<file path="config.mk">
export PLATFORM = sky130hd
export DESIGN_NAME = fun_fpusqr_wbq
export DESIGN_NICKNAME = d
export VERILOG_FILES = /design/src/rtl/fun_fpusqr_wbq.sv
export SDC_FILE = /design/constraint.sdc
export NUM_CORES = 1
export LEC_CHECK = 0
export CORE_UTILIZATION = 56
export DETAILED_ROUTE_END_ITERATION = 6
export PLACE_DENSITY_LB_ADDON = 0.12
export SETUP_SLACK_MARGIN = 0.5
export SLEW_MARGIN = 10
export SYNTH_ARGS = -nofsm -noshare
export SYNTH_HDL_FRONTEND = slang
export SYNTH_SLANG_ARGS = --single-unit
</file>
<file path="constraint.sdc">
create_clock -name clk -period 4.17 [get_ports clk]
set_input_delay 0.834 -clock clk [delete_from_list [all_inputs] [get_ports clk]]
set_output_delay 0.834 -clock clk [all_outputs]
set_load 0.03 [all_outputs]
</file>
<file path="src/rtl/fun_fpusqr_wbq.sv">
// fun_fpusqr_wbq: writeback queue behind the FP divide/sqrt unit.
// Each result announcement (II, op, reg) is carried down a DATA_LAT-deep tag
// pipe. When it reaches the last stage, it is paired with the alt_data beat
// and pushed into a DEPTH-entry FIFO. The FIFO drains one entry per cycle
// into the FP writeback port whenever the main pipe leaves the slot free.
//
// Optional feature macro: FUN_FPUSQR_WBQ_BYPASS_EN
//   When defined, a result that finds the FIFO empty and the slot free goes
//   straight to the wb_* registers and skips the FIFO.
//
// Ports
//   clk, rst          clock (rising edge), asynchronous active-low reset
//   except            flush: drop every queued and in-flight result
//   alt_en/II/op/reg  result announcement from the divider
//   alt_data          result data, DATA_LAT cycles after alt_en
//   wb_slot_free      main FP pipe is not writing back this cycle
//   wb_en/II/op/reg/data  registered writeback of the FIFO head
//   pause             combinational back-pressure to the divider retire logic
//   ovf_err           sticky: an announcement arrived with no credit left
module fun_fpusqr_wbq #(
    parameter bit           H        = 1'b0,
    parameter int unsigned  DEPTH    = 4,
    parameter int unsigned  DATA_LAT = 5,
    localparam int unsigned DW       = (H ? 32'd16 : 32'd0) + 32'd68
) (
    input  logic          clk,
    input  logic          rst,
    input  logic          except,
    input  logic          alt_en,
    input  logic [9:0]    alt_II,
    input  logic [12:0]   alt_op,
    input  logic [8:0]    alt_reg,
    input  logic [DW-1:0] alt_data,
    input  logic          wb_slot_free,
    output logic          wb_en,
    output logic [9:0]    wb_II,
    output logic [12:0]   wb_op,
    output logic [8:0]    wb_reg,
    output logic [DW-1:0] wb_data,
    output logic          pause,
    output logic          ovf_err
);

    localparam int unsigned PW   = (DEPTH > 1) ? $clog2(DEPTH) : 1;
    localparam int unsigned CW   = PW + 1;
    localparam int unsigned OW   = $clog2(DEPTH + DATA_LAT) + 1;
    localparam int unsigned TW   = 32;
    localparam int unsigned EW   = TW + DW;
    localparam int unsigned LAST = DATA_LAT - 1;

    logic          tagVld  [DATA_LAT];
    logic [TW-1:0] tagInfo [DATA_LAT];
    logic [EW-1:0] mem     [DEPTH];
    logic [PW-1:0] wrPtr;
    logic [PW-1:0] rdPtr;
    logic [CW-1:0] count;
    logic [OW-1:0] inflight;
    logic [OW-1:0] occ;
    logic          noCredit;
    logic          accept;
    logic          doPush;
    logic          doPop;
    logic          doBypass;
    logic [EW-1:0] headEntry;

    // Number of announcements still travelling down the tag pipe.
    always_comb begin
        inflight = '0;
        for (int i = 0; i < DATA_LAT; i++) begin
            inflight = inflight + OW'(tagVld[i]);
        end
    end

    // Credit accounting covers both queued and in-flight results, so a
    // pause raised one entry early leaves room for the announce already
    // on its way.
    assign occ      = OW'(count) + inflight;
    assign noCredit = occ >= OW'(DEPTH);
    assign pause    = (occ >= OW'(DEPTH - 1)) | except;
    assign accept   = alt_en & ~except & ~noCredit;
    assign doPop    = wb_slot_free & (count != '0);

`ifdef FUN_FPUSQR_WBQ_BYPASS_EN
    assign doBypass = tagVld[LAST] & (count == '0) & wb_slot_free;
`else
    assign doBypass = 1'b0;
`endif

    // A full FIFO still accepts a push when the head leaves in the same cycle.
    assign doPush    = tagVld[LAST] & ~doBypass & ((count != CW'(DEPTH)) | doPop);
    assign headEntry = mem[rdPtr];

    // Tag pipe: stage 0 takes the accepted announcement, flush kills all valids.
    always_ff @(posedge clk or negedge rst) begin
        if (!rst) begin
            for (int i = 0; i < DATA_LAT; i++) begin
                tagVld[i]  <= 1'b0;
                tagInfo[i] <= '0;
            end
        end else begin
            tagVld[0]  <= accept;
            tagInfo[0] <= {alt_II, alt_op, alt_reg};
            for (int i = 1; i < DATA_LAT; i++) begin
                tagVld[i]  <= tagVld[i-1] & ~except;
                tagInfo[i] <= tagInfo[i-1];
            end
        end
    end

    // FIFO pointers and occupancy; pointers wrap naturally since DEPTH is 2^n.
    always_ff @(posedge clk or negedge rst) begin
        if (!rst) begin
            wrPtr <= '0;
            rdPtr <= '0;
            count <= '0;
        end else if (except) begin
            wrPtr <= '0;
            rdPtr <= '0;
            count <= '0;
        end else begin
            if (doPush) wrPtr <= wrPtr + PW'(1);
            if (doPop)  rdPtr <= rdPtr + PW'(1);
            case ({doPush, doPop})
                2'b10:   count <= count + CW'(1);
                2'b01:   count <= count - CW'(1);
                default: count <= count;
            endcase
        end
    end

    // FIFO storage: tag fields from the last stage paired with the data beat.
    always_ff @(posedge clk) begin
        if (doPush) mem[wrPtr] <= {tagInfo[LAST], alt_data};
    end

    // Sticky overflow flag.
    always_ff @(posedge clk or negedge rst) begin
        if (!rst) begin
            ovf_err <= 1'b0;
        end else if (alt_en & noCredit) begin
            ovf_err <= 1'b1;
        end
    end

    // Writeback register: head of FIFO, bypassed result, or all zeros.
    always_ff @(posedge clk or negedge rst) begin
        if (!rst) begin
            wb_en <= 1'b0;
            {wb_II, wb_op, wb_reg, wb_data} <= '0;
        end else if (except) begin
            wb_en <= 1'b0;
            {wb_II, wb_op, wb_reg, wb_data} <= '0;
        end else if (doPop) begin
            wb_en <= 1'b1;
            {wb_II, wb_op, wb_reg, wb_data} <= headEntry;
        end else if (doBypass) begin
            wb_en <= 1'b1;
            {wb_II, wb_op, wb_reg, wb_data} <= {tagInfo[LAST], alt_data};
        end else begin
            wb_en <= 1'b0;
            {wb_II, wb_op, wb_reg, wb_data} <= '0;
        end
    end

endmodule

</file>
==> results of run 1 <==
worst paths after layout:
kind / from / endpoint / slack [ns] / depth (start not counted)
worst min register to register: tagInfo[114]$_DFF_PN0_ / tagInfo[82]$_DFF_PN0_ / 0.34 / 0
worst max register to register: tagVld[0]$_DFF_PN0_ / tagVld[4]$_DFF_PN0_ / 1.52 / 11
worst max-delay path: tagVld[0]$_DFF_PN0_ / pause / 0.07 / 12
max in group asynchronous: rst / wb_data[42]$_DFF_PN0_ / 2.85 / 2
min in group clk: tagInfo[114]$_DFF_PN0_ / tagInfo[82]$_DFF_PN0_ / 0.34 / 0
worst min-delay path: rst / tagInfo[134]$_DFF_PN0_ / 0.24 / 1
layout by cell type, fill, tap and decap left out, types with 2 or more instances in the layout:
cell,netlist,routed
edfxtp_1,400,400
dfrtp_1,274,272
clkdlybuf4s50_1,0,205
and2_1,101,101
mux4_2,100,100
clkbuf_16,0,72
buf_4,0,20
clkbuf_1,18,19
nor2_1,12,11
inv_1,11,10
clkbuf_8,0,9
buf_12,0,9
ha_1,8,7
clkinv_2,0,7
bufinv_16,0,6
clkinv_1,0,6
and2_4,0,4
nor2b_1,4,4
xnor2_1,4,4
fa_1,4,3
inv_2,1,2
mux2i_1,2,2
nand2_1,2,2
a21oi_1,2,2
mux2_1,2,2
clkinvlp_4,0,2
dfrtp_4,0,2
power by group through the flow:
stage / logic [mW] / clock network [mW] / registers, mW
after CTS: 1.03 / 6.17 / 7.36
after global placement: 1.01 / 0 / 7.49
final: 1.00 / 6.03 / 7.36
after global routing: 1.08 / 6.41 / 7.38
after floorplan: 0.506 / 0 / 7.55
after detailed placement: 1.02 / 0 / 7.50
stage by stage:
| step | utilization (%) | power [mW] |
|---|---|---|
| floorplan | - | 8.05 |
| global placement | 64.8 | 8.50 |
| detailed placement | 64.8 | 8.52 |
| CTS | 70.6 | 14.6 |
| global route | 70.6 | 14.9 |
| finish | 70.6 | 14.4 |
repair_timing:
item                       CTS  global route
setup buffers                2             0
hold buffers                 0             0
resized for setup           12             1
pin swaps                    3             2
setup endpoints to repair    1             1
critical path, cell delays in order (launching register included):
cell	delay, ns
dfrtp_1	0.39
fa_1	0.54
inv_1	0.05
fa_1	0.42
inv_1	0.08
ha_2	0.18
inv_2	0.04
fa_2	0.34
a211oi_2	0.14
mux2i_1	0.12
nor3_2	0.13
o21ai_1	0.09
buf_4	0.17
per-layer routing:
| metal | global-route usage (%) | vias up | part of all wire [%] |
|---|---|---|---|
| met5 | 0 | - | 0.062 |
| met4 | 7.17 | 4 | 2.7 |
| met3 | 3.95 | 76 | 4.8 |
| met2 | 32.2 | 245 | 50 |
| met1 | 27.8 | 5221 | 43 |
| li1 | - | 4254 | - |
cell type report:
cell class / instances / area, µm² / area share [%]
timing repair buffer: 235 / 2400 / 8.68
tap: 518 / 648 / 2.35
clock inverter: 22 / 262 / 0.947
sequential: 674 / 18900 / 68.3
clock buffer: 100 / 2000 / 7.23
inverter: 12 / 45.0 / 0.163
antenna: 1 / 2.50 / 0.00906
multi-input combinational: 257 / 3390 / 12.3
cells by family (layout without fill, tap and decap cells):
| family | Yosys count | count (layout) | synth area share [%] |
|---|---|---|---|
| buffers and inverters | 47 | 369 | 0.887 |
| muxes | 104 | 104 | 10.2 |
| xor gates and xnor gates | 4 | 4 | 0.156 |
| and+or+nand+nor | 126 | 126 | 3.37 |
| other | 0 | 1 | 0 |
| adders and majority gates | 12 | 12 | 0.803 |
| AOI/OAI and AO/OA | 11 | 11 | 0.441 |
| DFF | 674 | 674 | 84.1 |
==> results.yml, run 1 <==
clock_network:
  clkLatencyLatePin_ns: 0.57
  cts_tree: "done"
  ctsLongestPathBuffers: 3
  root_buffer: "clkbuf_16"
  cts.sinks: 674
  cts_made_buffers: 67
  htree_levels: 3
  clkSlewWorstSetupHoldPaths_ns: 0.06
run:
  cap_violations: 0
place:
  place_ws_ns: -0.0144
  gp_congestion: 0.719
  place.detailed.hpwl_mm: 21.8
  placed_area_mm2: 0.0253
  io_buffers: 207
  dp.cells: 1694
sta:
  fin_crit_sh_pct: 98.4
  rsz0062_at_grt: "true"
  holdWs_ns: 0.241
  min_period_ns: 4.10
  fin_worst_skew_ns: 0.0144
  finalHoldViolCount: 0
  finalMaxSlewViolations: 0
  worst_slew_pin_slew_ns: 1.04
  fmax_mhz: 244
  finalSetupTns_ns: 0
  finalSetupViolCount: 0
  setup_slack_ns: 0.0680
  max_slew_margin_pct: 30.9
synth:
  synth_top_cells_by_area: "edfxtp_1, dfrtp_1, mux4_2"
  ys_ff_latch: 674
  netlist_area_mm2: 0.0224
  syn_avg_cell_area_um2: 22.9
  synth_common_cells: "edfxtp_1, dfrtp_1, and2_1, mux4_2, clkbuf_1"
  synth_warnings: 0
  synth-edff-count: 400
  synthCells: 978
  postSynth.asyncResetShare_pct: 40.7
  synth_top_area_cell: "edfxtp_1"
  ys_types: 29
  yosysTopAreaCellShare_pct: 53.5
  yosysMostFrequentCell: "edfxtp_1"
  syn_nets: 1095
  ys_seq_area_share_pct: 84.1
  ys.flop_type: "edfxtp_1"
route:
  first_pass_iters: 5
  drt_iter0_drc: 605
  avgViaCountPerCell: 5.39
  via_count: 9800
  ant_nets: 0
  route.detailed.drc: 0
  wl_per_cell_um: 21.3
  drt_wl_total_mm: 38.8
pwr:
  p_leak_nw: 10.1
  power_frac_comb_pct: 7.0
  p_sw_share_pct: 20.4
  switching_power_mw: 2.94
  p_per_area_mw_per_mm2: 521
  vdd_ir_drop_max_uv: 311
  power_frac_seq_pct: 51.1
  internal_power_mw: 11.5
  pwr-share-clk_pct: 41.9
die:
  row_count: 72
  core_area_mm2: 0.0391
  fp.dieH_um: 202
  io-pin-count: 208
  die_area_mm2: 0.0409
  start_util_pct: 57.4
  fp.dieW_um: 202
layout:
  largest_register_ffs: 400
  fin_cells: 1819
  top_register: "mem"
  fill_cells: 2454
  finalInstanceArea_mm2: 0.0276
  area_delta_synth_final_pct: 23.1
  drive_above_1_share_pct: 18.6
  nets: 1364
worst_setup_path:
  worstPathMaxFanout: 2
  cp-end-kind: "output port"
  cp.arrival_ns: 3.27
  critPathLaunchType: "register"
  worstSetupPathType: "register to output port"
  crit_required_ns: 3.34
global_route:
  grt_pass1_vias: 10635
  grt.overflow.total: 0
  grt_max_degree: 94
  antenna_found_initial: 3
  grt_usage_pct: 20.0
  grt_pass1_wl_mm: 60.8
min_path:
  hold_class: "input pin to async pin"
run_status:
  run_status: "finished clean"
(Power assumes the default switching activity.)
==> run 2, diff against run 1 <==
--- a/constraint.sdc
+++ b/constraint.sdc
@@ -3,2 +3,2 @@
 set_output_delay 0.834 -clock clk [all_outputs]
-set_load 0.03 [all_outputs]
+set_load 0.005 [all_outputs]
==> run 2 against run 1 <==
- setup slack better by 0.0092 ns
- cell count hardly changed
- maximum frequency is 0.22% higher
- first-iteration DRC count is 7.6% lower
- wire length is 1.5% lower
- critical path type unchanged
==> results.yml, run 2 (synthesis results as in run 1) <==
run_status:
  run_status: "finished clean"
die:
  start_util_pct: 57.4
  io-pin-count: 208
  fp.dieH_um: 202
  fp.dieW_um: 202
  die_area_mm2: 0.0409
  row_count: 72
  core_area_mm2: 0.0391
clock_network:
  cts_tree: "done"
  ctsLongestPathBuffers: 3
  clkLatencyLatePin_ns: 0.58
  clkSlewWorstSetupHoldPaths_ns: 0.06
  ctsHoldBuffers: 0
  htree_levels: 3
  cts_made_buffers: 67
  root_buffer: "clkbuf_16"
  cts.sinks: 674
pwr:
  p_leak_nw: 10.1
  vdd_ir_drop_max_uv: 342
  p_per_area_mw_per_mm2: 517
sta:
  fin_crit_sh_pct: 98.1
  finalHoldViolCount: 0
  finalSetupTns_ns: 0
  min_period_ns: 4.09
  max_slew_margin_pct: 35.9
  finalSetupViolCount: 0
  fin_worst_skew_ns: 0.0153
  setup_slack_ns: 0.0772
  finalMaxSlewViolations: 0
  rsz0062_at_grt: "true"
  worst_slew_pin_slew_ns: 0.961
  fmax_mhz: 244
global_route:
  grt_usage_pct: 19.8
  grt_pass1_vias: 10607
  grt_max_degree: 105
  grt_pass1_wl_mm: 60.5
  grt.overflow.total: 0
  antenna_found_initial: 5
route:
  drt_iter0_drc: 559
  ant_nets: 0
  wl_met1_mm: 16.3
  first_pass_iters: 5
  wl_met3_mm: 2.15
  wl_per_cell_um: 21.0
  wl_met2_mm: 19.1
  route.detailed.drc: 0
  avgViaCountPerCell: 5.32
  drt_wl_total_mm: 38.2
  via_count: 9676
  routed.top_layer: "met5"
worst_setup_path:
  crit_required_ns: 3.34
  worstPathMaxFanout: 2
  r2r_start: "tagVld[3]$_DFF_PN0_"
  reg2reg_depth: 12
  cp.arrival_ns: 3.26
  worstSetupPathType: "register to output port"
  cp-end-kind: "output port"
  r2r_setup_slack_ns: 1.33
  r2r_end: "ovf_err$_DFFE_PN0P_"
  critPathLaunchType: "register"
place:
  place_ws_ns: 0.161
  gp_congestion: 0.733
  io_buffers: 207
  place.detailed.hpwl_mm: 21.2
layout:
  area_delta_synth_final_pct: 23.0
  final_common_cell: "edfxtp_1"
  nets: 1363
  mostFrequentLayoutCells: "edfxtp_1, dfrtp_1, clkdlybuf4s50_1"
  drive_above_1_share_pct: 18.9
  largest_register_ffs: 400
  top_register: "mem"
min_path:
  hold_class: "input pin to async pin"
run:
  cap_violations: 0
run 2: layer usage:
metal | global-route usage, % | vias up
li1 | - | 4253
met1 | 27.1 | 5128
met2 | 31.9 | 233
met3 | 4.98 | 54
met4 | 5.91 | 8
met5 | 0 | -
run 2: power by group:
group	internal (mW)	leakage (nW)	switching (mW)
registers	7.24	7.04	0.0793
logic	0.518	1.97	0.393
clock network	3.61	1.09	2.41
total	11.4	10.1	2.88
run 2: worst max path at each step:
stage,from,end,slack (ns)
after floorplan,tagVld[0]$_DFF_PN0_,pause,0.74
after global placement,tagVld[0]$_DFF_PN0_,pause,0.20
after detailed placement,tagVld[0]$_DFF_PN0_,pause,0.16
after CTS,tagVld[3]$_DFF_PN0_,pause,-0.04
after global routing,tagVld[3]$_DFF_PN0_,pause,-0.13
final,tagVld[3]$_DFF_PN0_,pause,0.08
run 2: stage by stage:
step                total power [mW]  cell area, µm²  instances  hold WS [ns]  util, %
detailed placement              8.38           25300       1692         0.335     64.7
floorplan                       7.93           22400        978         0.331        -
CTS                             14.4           27600       1815         0.340     70.5
global placement                8.37           25300       1692         0.332     64.7
global route                    14.8           27600       1817         0.348     70.5
finish                          14.2           27600       1818         0.287     70.5
run 2: layout make-up:
cell class              count  area [µm²]
repair buffers            234        2370
flip-flops and latches    674       18900
clock inverters            33         372
inverters                  12        45.0
well taps                 518         648
fillers                  2377       11500
multi-input cells         257        3390
diodes                      1        2.50
clock buffers              89        1870
run 2: worst max-delay path, cell delays in order, from the launching register on:
cell and delay [ns]:
dfrtp_1 0.39, fa_1 0.54, inv_1 0.05, fa_1 0.42, inv_1 0.08, ha_2 0.18
inv_2 0.04, fa_2 0.34, a211oi_2 0.15, mux2i_1 0.14, nor3_2 0.15, o21ai_1 0.08
buf_2 0.13
run 2: what timing repair did:
item	CTS	global route
gates resized for setup	9	1
pin swaps	4	2
endpoints found under the hold margin	0	0
cloned	0	0
endpoints found under the setup margin	1	1
setup buffers	1	2
